==> src/rtl/mssd_scan_ctrl.sv <==
// Multiplexed seven-segment scan controller with frame-synchronous shadow latching,
// leading-zero blanking, PWM brightness and anode guard interval. Optional raw segment mode: MSSD_RAW_SEG_EN.
module mssd_scan_ctrl #(
   parameter int unsigned DIGITS   = 8,
   parameter int unsigned TICK_DIV = 100000,
   parameter int unsigned GUARD    = 16,
   parameter int unsigned PWM_BITS = 4
) (
   input  logic                  clk,
   input  logic                  reset_n,
   input  logic [4*DIGITS-1:0]   value,
   input  logic [DIGITS-1:0]     dp_value,
   input  logic [DIGITS-1:0]     digit_en,
   input  logic                  lz_blank,
   input  logic [PWM_BITS-1:0]   brightness,
   output logic [6:0]            seg,
   output logic                  dp,
   output logic [DIGITS-1:0]     an,
   output logic                  frame_start
`ifdef MSSD_RAW_SEG_EN
   ,
   input  logic                  raw_mode,
   input  logic [7*DIGITS-1:0]   raw_seg
`endif
);

   localparam int unsigned IDX_W = (DIGITS > 1) ? $clog2(DIGITS) : 1;
   localparam int unsigned PRE_W = $clog2(TICK_DIV);
   localparam int unsigned VAL_W = 4 * DIGITS;

   logic [PRE_W-1:0]    presc_q, presc_d;
   logic [IDX_W-1:0]    idx_q, idx_d;
   logic [PWM_BITS-1:0] pwm_q, pwm_d;

   logic [VAL_W-1:0]    val_q, val_d;
   logic [DIGITS-1:0]   dpv_q, dpv_d;
   logic [DIGITS-1:0]   en_q, en_d;
   logic                lz_q, lz_d;
   logic [PWM_BITS-1:0] bri_q, bri_d;
`ifdef MSSD_RAW_SEG_EN
   logic                raw_mode_q, raw_mode_d;
   logic [7*DIGITS-1:0] raw_seg_q, raw_seg_d;
`endif

   logic [DIGITS-1:0]   an_q, an_d;
   logic [6:0]          seg_q, seg_d;
   logic                dp_q, dp_d;
   logic                fs_q, fs_d;

   logic                load_c;
   logic                raw_sel_c;
   logic [3:0]          nib_c;
   logic [DIGITS-1:0]   blank_c;
   logic                all_zero_c;
   logic                pwm_on_c;
   logic                lit_c;

   function automatic logic [6:0] hex7(input logic [3:0] n);
      logic [6:0] s;
      case (n)
         4'h0: s = 7'b1000000;
         4'h1: s = 7'b1111001;
         4'h2: s = 7'b0100100;
         4'h3: s = 7'b0110000;
         4'h4: s = 7'b0011001;
         4'h5: s = 7'b0010010;
         4'h6: s = 7'b0000010;
         4'h7: s = 7'b1111000;
         4'h8: s = 7'b0000000;
         4'h9: s = 7'b0010000;
         4'hA: s = 7'b0001000;
         4'hB: s = 7'b0000011;
         4'hC: s = 7'b1000110;
         4'hD: s = 7'b0100001;
         4'hE: s = 7'b0000110;
         default: s = 7'b0001110;
      endcase
      return s;
   endfunction

   // Slot prescaler, digit index, PWM counter and frame-synchronous shadow capture
   always_comb begin
      presc_d = presc_q + PRE_W'(1);
      idx_d   = idx_q;
      pwm_d   = pwm_q + PWM_BITS'(1);
      val_d   = val_q;
      dpv_d   = dpv_q;
      en_d    = en_q;
      lz_d    = lz_q;
      bri_d   = bri_q;
`ifdef MSSD_RAW_SEG_EN
      raw_mode_d = raw_mode_q;
      raw_seg_d  = raw_seg_q;
`endif
      load_c = (presc_q == '0) && (idx_q == '0);
      if (presc_q == PRE_W'(TICK_DIV - 1)) begin
         presc_d = '0;
         idx_d   = (idx_q == IDX_W'(DIGITS - 1)) ? '0 : idx_q + IDX_W'(1);
      end
      if (load_c) begin
         val_d = value;
         dpv_d = dp_value;
         en_d  = digit_en;
         lz_d  = lz_blank;
         bri_d = brightness;
`ifdef MSSD_RAW_SEG_EN
         raw_mode_d = raw_mode;
         raw_seg_d  = raw_seg;
`endif
      end
   end

   // Display decision uses the shadow as seen this cycle (fresh values on a load cycle)
   always_comb begin
`ifdef MSSD_RAW_SEG_EN
      raw_sel_c = raw_mode_d;
`else
      raw_sel_c = 1'b0;
`endif
      nib_c      = val_d[4*int'(idx_q) +: 4];
      blank_c    = '0;
      all_zero_c = 1'b1;
      for (int i = int'(DIGITS) - 1; i >= 1; i--) begin
         all_zero_c = all_zero_c & (val_d[4*i +: 4] == 4'h0);
         blank_c[i] = lz_d & all_zero_c & ~raw_sel_c;
      end
      pwm_on_c = (pwm_q <= bri_d);
      lit_c    = en_d[idx_q] & ~blank_c[idx_q] & pwm_on_c & (presc_q >= PRE_W'(GUARD));

      an_d  = '1;
      seg_d = 7'h7F;
      dp_d  = 1'b1;
      fs_d  = load_c;
      if (lit_c) begin
         an_d[idx_q] = 1'b0;
         seg_d       = hex7(nib_c);
`ifdef MSSD_RAW_SEG_EN
         if (raw_sel_c) seg_d = raw_seg_d[7*int'(idx_q) +: 7];
`endif
         dp_d        = ~dpv_d[idx_q];
      end
   end

   always_ff @(posedge clk or negedge reset_n) begin
      if (!reset_n) begin
         presc_q <= '0;
         idx_q   <= '0;
         pwm_q   <= '0;
         val_q   <= '0;
         dpv_q   <= '0;
         en_q    <= '0;
         lz_q    <= 1'b0;
         bri_q   <= '0;
`ifdef MSSD_RAW_SEG_EN
         raw_mode_q <= 1'b0;
         raw_seg_q  <= '0;
`endif
         an_q    <= '1;
         seg_q   <= 7'h7F;
         dp_q    <= 1'b1;
         fs_q    <= 1'b0;
      end else begin
         presc_q <= presc_d;
         idx_q   <= idx_d;
         pwm_q   <= pwm_d;
         val_q   <= val_d;
         dpv_q   <= dpv_d;
         en_q    <= en_d;
         lz_q    <= lz_d;
         bri_q   <= bri_d;
`ifdef MSSD_RAW_SEG_EN
         raw_mode_q <= raw_mode_d;
         raw_seg_q  <= raw_seg_d;
`endif
         an_q    <= an_d;
         seg_q   <= seg_d;
         dp_q    <= dp_d;
         fs_q    <= fs_d;
      end
   end

   assign an          = an_q;
   assign seg         = seg_q;
   assign dp          = dp_q;
   assign frame_start = fs_q;

endmodule
==> config.mk <==
export PLATFORM = sky130hd
export DESIGN_NAME = mssd_scan_ctrl
export DESIGN_NICKNAME = d
export VERILOG_FILES = /design/src/rtl/mssd_scan_ctrl.sv
export SDC_FILE = /design/constraint.sdc
export NUM_CORES = 1
export LEC_CHECK = 0
export ABC_AREA = 0
export CORE_AREA = 2 2 85 148
export DETAILED_ROUTE_END_ITERATION = 10
export DIE_AREA = 0 0 87 150
export SLEW_MARGIN = 10
export SYNTH_ARGS = -nofsm -noshare
export SYNTH_HDL_FRONTEND = slang
export SYNTH_SLANG_ARGS = --single-unit
==> constraint.sdc <==
create_clock -name clk -period 12 [get_ports clk]
set_input_delay 1.2 -clock clk [delete_from_list [all_inputs] [get_ports clk]]
set_output_delay 1.2 -clock clk [all_outputs]
set_load 0.03 [all_outputs]
; ---- Word-level counts from Yosys, hierarchy flattened
; Memory sizes are Yosys's and may differ from the RTL's.
; Index checks and enable logic that the tools add are counted.
[classes]
shift = 1
n_eq_ne = 2
reduce_logical = 11
n_lt_le_gt_ge = 4
n_bitwise = 19
addsub = 3
muxes = 18
[ops]
columns = cell, count
row1 = 32-bit two-way mux, 1
row2 = 32-bit by 6-bit variable part select with 4-bit output, 1
row3 = 4-bit logical NOT, 7
row4 = 8-bit two-way mux, 3
row5 = 17-bit by 1-bit adder with 17-bit output (second input constant), 1
row6 = 17-bit equality test (second input constant), 1
row7 = 17-bit by 5-bit greater-or-equal comparator with 1-bit output (second input constant), 1
row8 = 17-bit logical NOT, 1
row9 = 17-bit two-way mux, 1
row10 = 1-bit bitwise AND, 16
row11 = 1-bit binary-select mux with 3-bit select, 3
row12 = 8-bit NOT, 1
row13 = 7-bit two-way mux, 1
row14 = 1-bit two-way mux, 6
row15 = 4-bit by 1-bit adder with 4-bit output (second input constant), 1
row16 = 4-bit less-or-equal comparator, 1
row17 = 3-bit by 4-bit < comparator with 1-bit output (second input constant), 1
row18 = 4-bit two-way mux, 1
row19 = 3-bit by 1-bit adder with 3-bit output (second input constant), 1
row20 = 1-bit demux with 3-bit select, 1
row21 = 3-bit equality test (second input constant), 1
row22 = 3-bit by 1-bit greater-or-equal comparator with 1-bit output (second input constant), 1
row23 = 3-bit logical NOT, 1
row24 = 3-bit two-way mux, 1
row25 = 2 further kinds, 4
[totals]
regBits = 94
out_inout_bits = 17
input_bits = 55
n_memories = 1
romBits = 112
wordCells = 71
[memory_table]
columns = name, depth, word_bits, rd, rd_ports_with_merged_regs, write_ports, line_no
row1 = (no name shown), 16, 7, 1, 0, 0, 60  ; case (n)

; ---- Depth between registers and ports, before layout
[logic_depth]
ltp_word = 18
ltp_mapped = 20
mapped_depth_nobuf = 15

; ---- Worst setup path after synthesis
; No wires, ideal clock.
[synth_path]
path_kind = register to register
startpoint = register idx_q[0]
endpoint = register an_q[2], in the netlist an[2]
required_ns = 11.903
path_stages_with_launch = 21
slack_ns = 7.728
period_less_slack_ns = 4.272
n_path_buf = 7
setup_time_ns = 0.097
arrival_ns = 4.174
path_cell_list = dfrtp_1 clkinv_1 clkbuf_1 ha_1 nand2_1 nor2_2 buf_6 buf_4 buf_2 buf_2 buf_2 mux2i_1 ha_1 a21oi_1 o21ai_0 a2bb2oi_1 o211ai_1 or4_4 a41oi_4 buf_6 nand3_1
[synth_via]
elab_chain_cells = 18
word_cells_on_any_way = 42
classes_between = 3 x order compare / 11 x mux / 18 x bitwise / 10 x reduce/logical
[synth_rtl]
columns = element, line_no
row1 = from (decl), 32  ; logic [IDX_W-1:0] idx_q, idx_d;
row2 = from (signal assigned), 164  ; idx_q <= idx_d;
row3 = 3-bit logical NOT (*), 95  ; load_c = (presc_q == '0) && (idx_q == '0);
row4 = 1-bit logical AND (*), 95
row5 = via fs_d, 48  ; logic fs_q, fs_d;
row6 = 32-bit two-way mux, 100  ; if (load_c) begin
row7 = 4-bit logical NOT, 124  ; all_zero_c = all_zero_c & (val_d[4*i +: 4] == 4'h0);
row8 = 1-bit bitwise AND (6 in a row), 124
row9 = 1-bit bitwise AND, 125  ; blank_c[i] = lz_d & all_zero_c & ~raw_sel_c;
row10 = 1-bit binary-select mux with 3-bit select, 128  ; lit_c = en_d[idx_q] & ~blank_c[idx_q] & pwm_on_c & (presc_q >= PRE_W'(GUARD));
row11 = 1-bit two-way mux (not written as such), 128
row12 = 1-bit NOT, 128
row13 = 1-bit bitwise AND, 128
row14 = 1-bit bitwise AND (*) (2 in a row), 128
row15 = 8-bit two-way mux (*), 134  ; if (lit_c) begin
row16 = via an_d[2], 45  ; logic [DIGITS-1:0] an_q, an_d;
row17 = to (signal assigned), 175  ; an_q <= an_d;
row18 = to (decl), 45
; The timed path passes the listed nets; every way through them passes the cells marked *. The select of a mux whose other input is x is not followed.
; A chain may end at the register's enable or synchronous reset.

; ---- Worst setup path after layout
[layout_path]
startpoint = register idx_q[0]
endpoint = register seg_q[2], in the netlist seg[2]
[layout_via]
elab_chain_cells = 18
word_cells_on_any_way = 38
classes_between = 1 x order compare / 1 x shift / 9 x mux / 17 x bitwise / 9 x reduce/logical / 1 x memory
[layout_rtl]
columns = element, line_no
row1 = 3-bit logical NOT, 95
row2 = 1-bit logical AND, 95
row3 = 32-bit two-way mux, 100
row4 = 4-bit logical NOT, 124
row5 = 1-bit bitwise AND (6 in a row), 124
row6 = 1-bit bitwise AND, 125
row7 = 1-bit binary-select mux with 3-bit select, 128
row8 = 1-bit two-way mux (not written as such), 128
row9 = 1-bit NOT, 128
row10 = 1-bit bitwise AND (3 in a row), 128
row11 = 7-bit two-way mux (*), 134
row12 = via seg_d[2], 46  ; logic [6:0] seg_q, seg_d;
row13 = to (signal assigned), 176  ; seg_q <= seg_d;
row14 = to (decl), 46
; Marks and branches as above.

==> results.md <==
- For the worst flop-to-flop path, the logic depth is 14.
- For this run the aggregate overflow at the end of global routing stands at 0.
- The number of max-slew violations in the final report came to 0.
- In the detailed route, the total length drawn on met3 is 434 microns.
- Final hold analysis gives a worst-case slack of slightly below 0.5 ns.
- The H-tree depth is 3.
- Counting the fill cells in the layout gives approximately 1100.
- The number of antenna cells inserted is 0.
- The worst setup path is of the reg2reg kind.
- The final period utilization is roughly 38%.
- After clock tree synthesis, the clock-pin slew on the worst setup and hold paths is 0.07 ns.
- After detailed placement, the total cell area comes to approximately 5500 sq um.
- Counting every instance in the synthesized netlist gives a little over 400.
- The area of the core is 11900 sq um.
- Once the clock tree was built, the setup fixing pass inserted 0 buffers.
- The clock period minus final worst setup slack is 4.54 ns.
- In the final routing, the length of wire on met1 measures between 4000 and 5000 microns.
- The final worst clock skew is 0.00817 ns.
- Dividing the detail-routed via count by the number of cells gives about 5.4.
- Among all flip-flop cells after synthesis, the most frequent one is dfrtp_1.
- Counting flops with an async set or reset pin after synthesis yields a share of 100%.
- The number of hold violations in the final report is 0.
- The summed negative setup slack over all endpoints is 0 ns.
- The longest clock path from root to sink contains 2 buffers.
- After synthesis the cells add up to between 4000 and 5000 sq um.
- The arrival time of the worst setup path is between 4 and 5 ns.
- The global router's overall resource usage is between 10% and 20%.
- The floorplan step defined a die boundary enclosing approximately 13000 sq um.
- The HPWL after detailed placement is about 8400 microns.
- Once layout is done, the placed cells without fillers occupy roughly 5700 sq um.
- The routed layout has 3348 vias.
- The first detailed-routing pass took 4 iterations.
- The synthesized design contains 0 enable-type register cells.
- The root buffer cell chosen for the clock tree is clkbuf_16.
- The clock net sink count is 94.
- The post-cts resize count is 0.
- STA classifies the critical path endpoint as a register.
- The number of clock buffers added by TritonCTS is 9.
- Wires add up to 11300 microns.
- The number of synthesized register bits is 94.
- The worst setup path is launched from a register.
- The clock network latency to the later pin of the worst-skew pair is ~0.35 ns.
- The portion of the post-synthesis area used by sequential elements is 50.8%.
- Of the cells placed in the final design, the portion with a size suffix greater than 1 is about 18%.
- The slowest cell on the critical path is buf_4.
- The min-delay analysis places its worst path in the category reg2reg.
- The highest achievable clock rate is 220 MHz.
- The average instance in the mapped netlist occupies approximately 11 sq um.
- The top metal layer carrying routed signals is met4.
- The total met2 wirelength after detailed routing is about 6000 microns.
- After detailed routing, the average wire length per cell comes to 18.4 microns.
- The largest vdd supply drop is roughly 75 uV.
- The global-route wire length before repair is ~18000 microns.
- The congestion estimate from routability-driven global placement came to 0.880.
- In this run the vertical extent of the chip is roughly 150 microns.
- Walking the worst path, the cells encountered are clkinv_1 -> ha_1 -> nand2_1 -> nor2_4 -> buf_4 -> mux2i_1 -> ha_1 -> nand2_1 -> o21ai_0 -> a2bb2oi_1 -> o211ai_1 -> or4_4 -> a41oi_4 -> o221ai_1.
- Across the run, the number of max-cap violations was 0.
- Dividing total power by cell area gives a power density of ~120 nW/um^2.
- Summing all flip-flop and latch instances after layout gives roughly 2400 sq um.
- The analysis attributes to cell leakage a power of ~0.0024 uW.
- Entering global routing, the biggest net connects 70 pins.
- The antenna violation net count after detailed routing is 0.
- The flow ran to the end, and the final reports show no timing, DRC or antenna violations.
- The number of input and output port buffers inserted is 71.
- The actual transition at the worst max-transition pin is between 0.9 and 1 ns.
- From synthesis to final layout, the design area changed by 23.1%.
- Summing all multi-input logic gate instances after layout gives ~2100 sq um.
- Counting instances, the worst hold path has a depth of 2.
- The effective utilization at floorplan is about two fifths.
- The first routing iteration left 250 violations.
- The Yosys step of the flow raised 0 warnings.
- TritonCTS built the clock tree.
- The number of nets in the synthesized netlist is 479.
- Setup repair after global routing left no endpoint under its margin.
- The number of top-level pins is 72.
- The number of antenna violations at the first check in global routing is 0.
- Once layout is complete, the utilization of the core stands at around half.
- The number of placement rows is 53.
- The distinct cell type count of the synthesized netlist is 59.
- In this design, the stage delay of the slowest critical-path cell is about 0.65 ns.
- Setup violations remaining at the end of the flow were counted as 0.
- The worst max-slew margin expressed relative to the limit is 33.9%.
- The net count of the finished layout is 544.
- The die is 87 microns wide.
- The DRC violation count after routing is 0.
- STA puts the critical path data required time at 12.24 ns.
- Along the worst path, the maximum fanout reaches between 50 and 60.
- The via count of the first global-routing pass is 3548.
- The number of hold-repair buffers added at the cts stage is 0.
## stage by stage
stage	power, uW	setup slack (ns)	std cells
finish	681	7.46	615
global route	706	7.08	615
CTS	686	7.46	615
detailed placement	406	7.47	599
global placement	406	7.60	599
floorplan	367	7.73	408
## synth_stat cells, types with 2 or more instances
| library cell | n | area [sq um] |
|---|---|---|
| dfrtp_1 | 78 | 1950 |
| mux2_2 | 47 | 529 |
| nand2_1 | 34 | 128 |
| nor2_1 | 28 | 105 |
| inv_1 | 18 | 67.6 |
| dfstp_2 | 16 | 420 |
| ha_1 | 16 | 200 |
| mux2i_1 | 16 | 160 |
| nand3_1 | 15 | 75.1 |
| nor4_1 | 12 | 75.1 |
| xor2_1 | 10 | 87.6 |
| o21ai_0 | 8 | 40.0 |
| o211ai_1 | 7 | 52.6 |
| buf_2 | 6 | 30.0 |
| clkbuf_1 | 6 | 22.5 |
| nor3_1 | 6 | 30.0 |
| xnor2_1 | 6 | 52.6 |
| a21oi_1 | 5 | 25.0 |
| and3_1 | 5 | 31.3 |
| nand4_1 | 5 | 31.3 |
| o22ai_1 | 4 | 25.0 |
| or3_1 | 4 | 25.0 |
| a211o_1 | 3 | 26.3 |
| a22o_1 | 3 | 26.3 |
| buf_1 | 3 | 11.3 |
| buf_6 | 3 | 33.8 |
| nor2b_1 | 3 | 18.8 |
| nor3b_1 | 3 | 22.5 |
| or4_1 | 3 | 22.5 |
| a22oi_1 | 2 | 15.0 |
| o2111ai_1 | 2 | 17.5 |
| o21a_1 | 2 | 15.0 |
| o32ai_1 | 2 | 17.5 |
| o41ai_1 | 2 | 17.5 |
## critical path: cells and delay by family (launching register included)
kind	cells	cell delay [ns]
adders and majority gates	2	0.49
AOI/OAI and AO/OA	5	1.07
DFF	1	0.55
and+or+nand+nor	4	0.98
muxes	1	0.31
buffers and inverters	2	1.02
## power by group
part / switching [uW] / leakage, uW / total, uW / internal (uW)
sequential: 6.25 / 0.00112 / 336 / 330
clock: 120 / 0.000137 / 281 / 161
combinational: 30.5 / 0.00110 / 63.6 / 33.1
total: 156 / 0.00236 / 681 / 524
## sequential cells by signal, summed over array words and instances (netlist names)
name	count
dpv_q	8
bri_q	4
lz_q	1
idx_q	3
presc_q	17
an	8
seg	7
pwm_q	4
en_q	8
frame_start	1
dp	1
val_q	32
## kinds of logic (layout without fill, tap and decap cells)
kind of cell               count (synthesis)  count (layout)  synth area share (%)
adders and majority gates                 16              16                  4.29
muxes                                     66              66                  15.8
DFF                                       94              94                  50.8
buffers and inverters                     38             108                  3.78
AOI/OAI and AO/OA                         51              51                  8.45
xor gates and xnor gates                  16              16                  3.00
and+or+nand+nor                          127             127                  13.8
## area by class of cell
class / count / share of cell area [%]
Clock buffer: 12 / 4.12
Clock inverter: 4 / 0.828
Inverter: 19 / 1.24
Multi-Input combinational cell: 276 / 36.9
Sequential cell: 94 / 41.3
Tap cell: 137 / 2.98
Timing Repair Buffer: 73 / 12.6
## cells in the final DEF (no fill, tap or decap), types with 2 or more instances in the layout
master | netlist | final
and3_1 | 5 | 5
mux2_2 | 47 | 47
o21ai_0 | 8 | 8
o22ai_1 | 4 | 4
xnor2_1 | 6 | 6
o2111ai_1 | 2 | 2
o32ai_1 | 2 | 2
mux2i_1 | 16 | 16
a22oi_1 | 2 | 2
nor4_1 | 12 | 12
nor3b_1 | 3 | 3
nand2_1 | 34 | 34
nand3_1 | 15 | 15
clkbuf_1 | 6 | 3
nor2b_1 | 3 | 3
nor2_1 | 28 | 28
dfstp_2 | 16 | 16
nand4_1 | 5 | 5
inv_1 | 18 | 18
o21a_1 | 2 | 2
dfrtp_1 | 78 | 78
ha_1 | 16 | 16
or4_1 | 3 | 3
clkbuf_16 | 0 | 9
a211o_1 | 3 | 3
clkinv_2 | 0 | 2
clkdlybuf4s50_1 | 0 | 70
o41ai_1 | 2 | 2
or3_1 | 4 | 4
a22o_1 | 3 | 3
a21oi_1 | 5 | 5
xor2_1 | 10 | 10
nor3_1 | 6 | 6
o211ai_1 | 7 | 7
buf_4 | 1 | 3
## layer usage
metal / GRT usage (%) / up-vias
li1: - / 1595
met3: 3.47 / 20
met2: 31.8 / 88
met1: 22.2 / 1645
met5: 0 / -
met4: 8.44 / 0
## worst paths after layout
check                               from          to  slack [ns]
worst max register to register  idx_q[0]      seg[2]        7.46
max in group asynchronous        reset_n   val_q[20]       10.04
worst min register to register  bri_q[3]    bri_q[3]        0.49
worst min-delay path            bri_q[3]    bri_q[3]        0.49
min in group asynchronous        reset_n  presc_q[4]        0.75
worst max-delay path            idx_q[0]      seg[2]        7.46
Note: power is estimated with default switching activity, not from simulation.
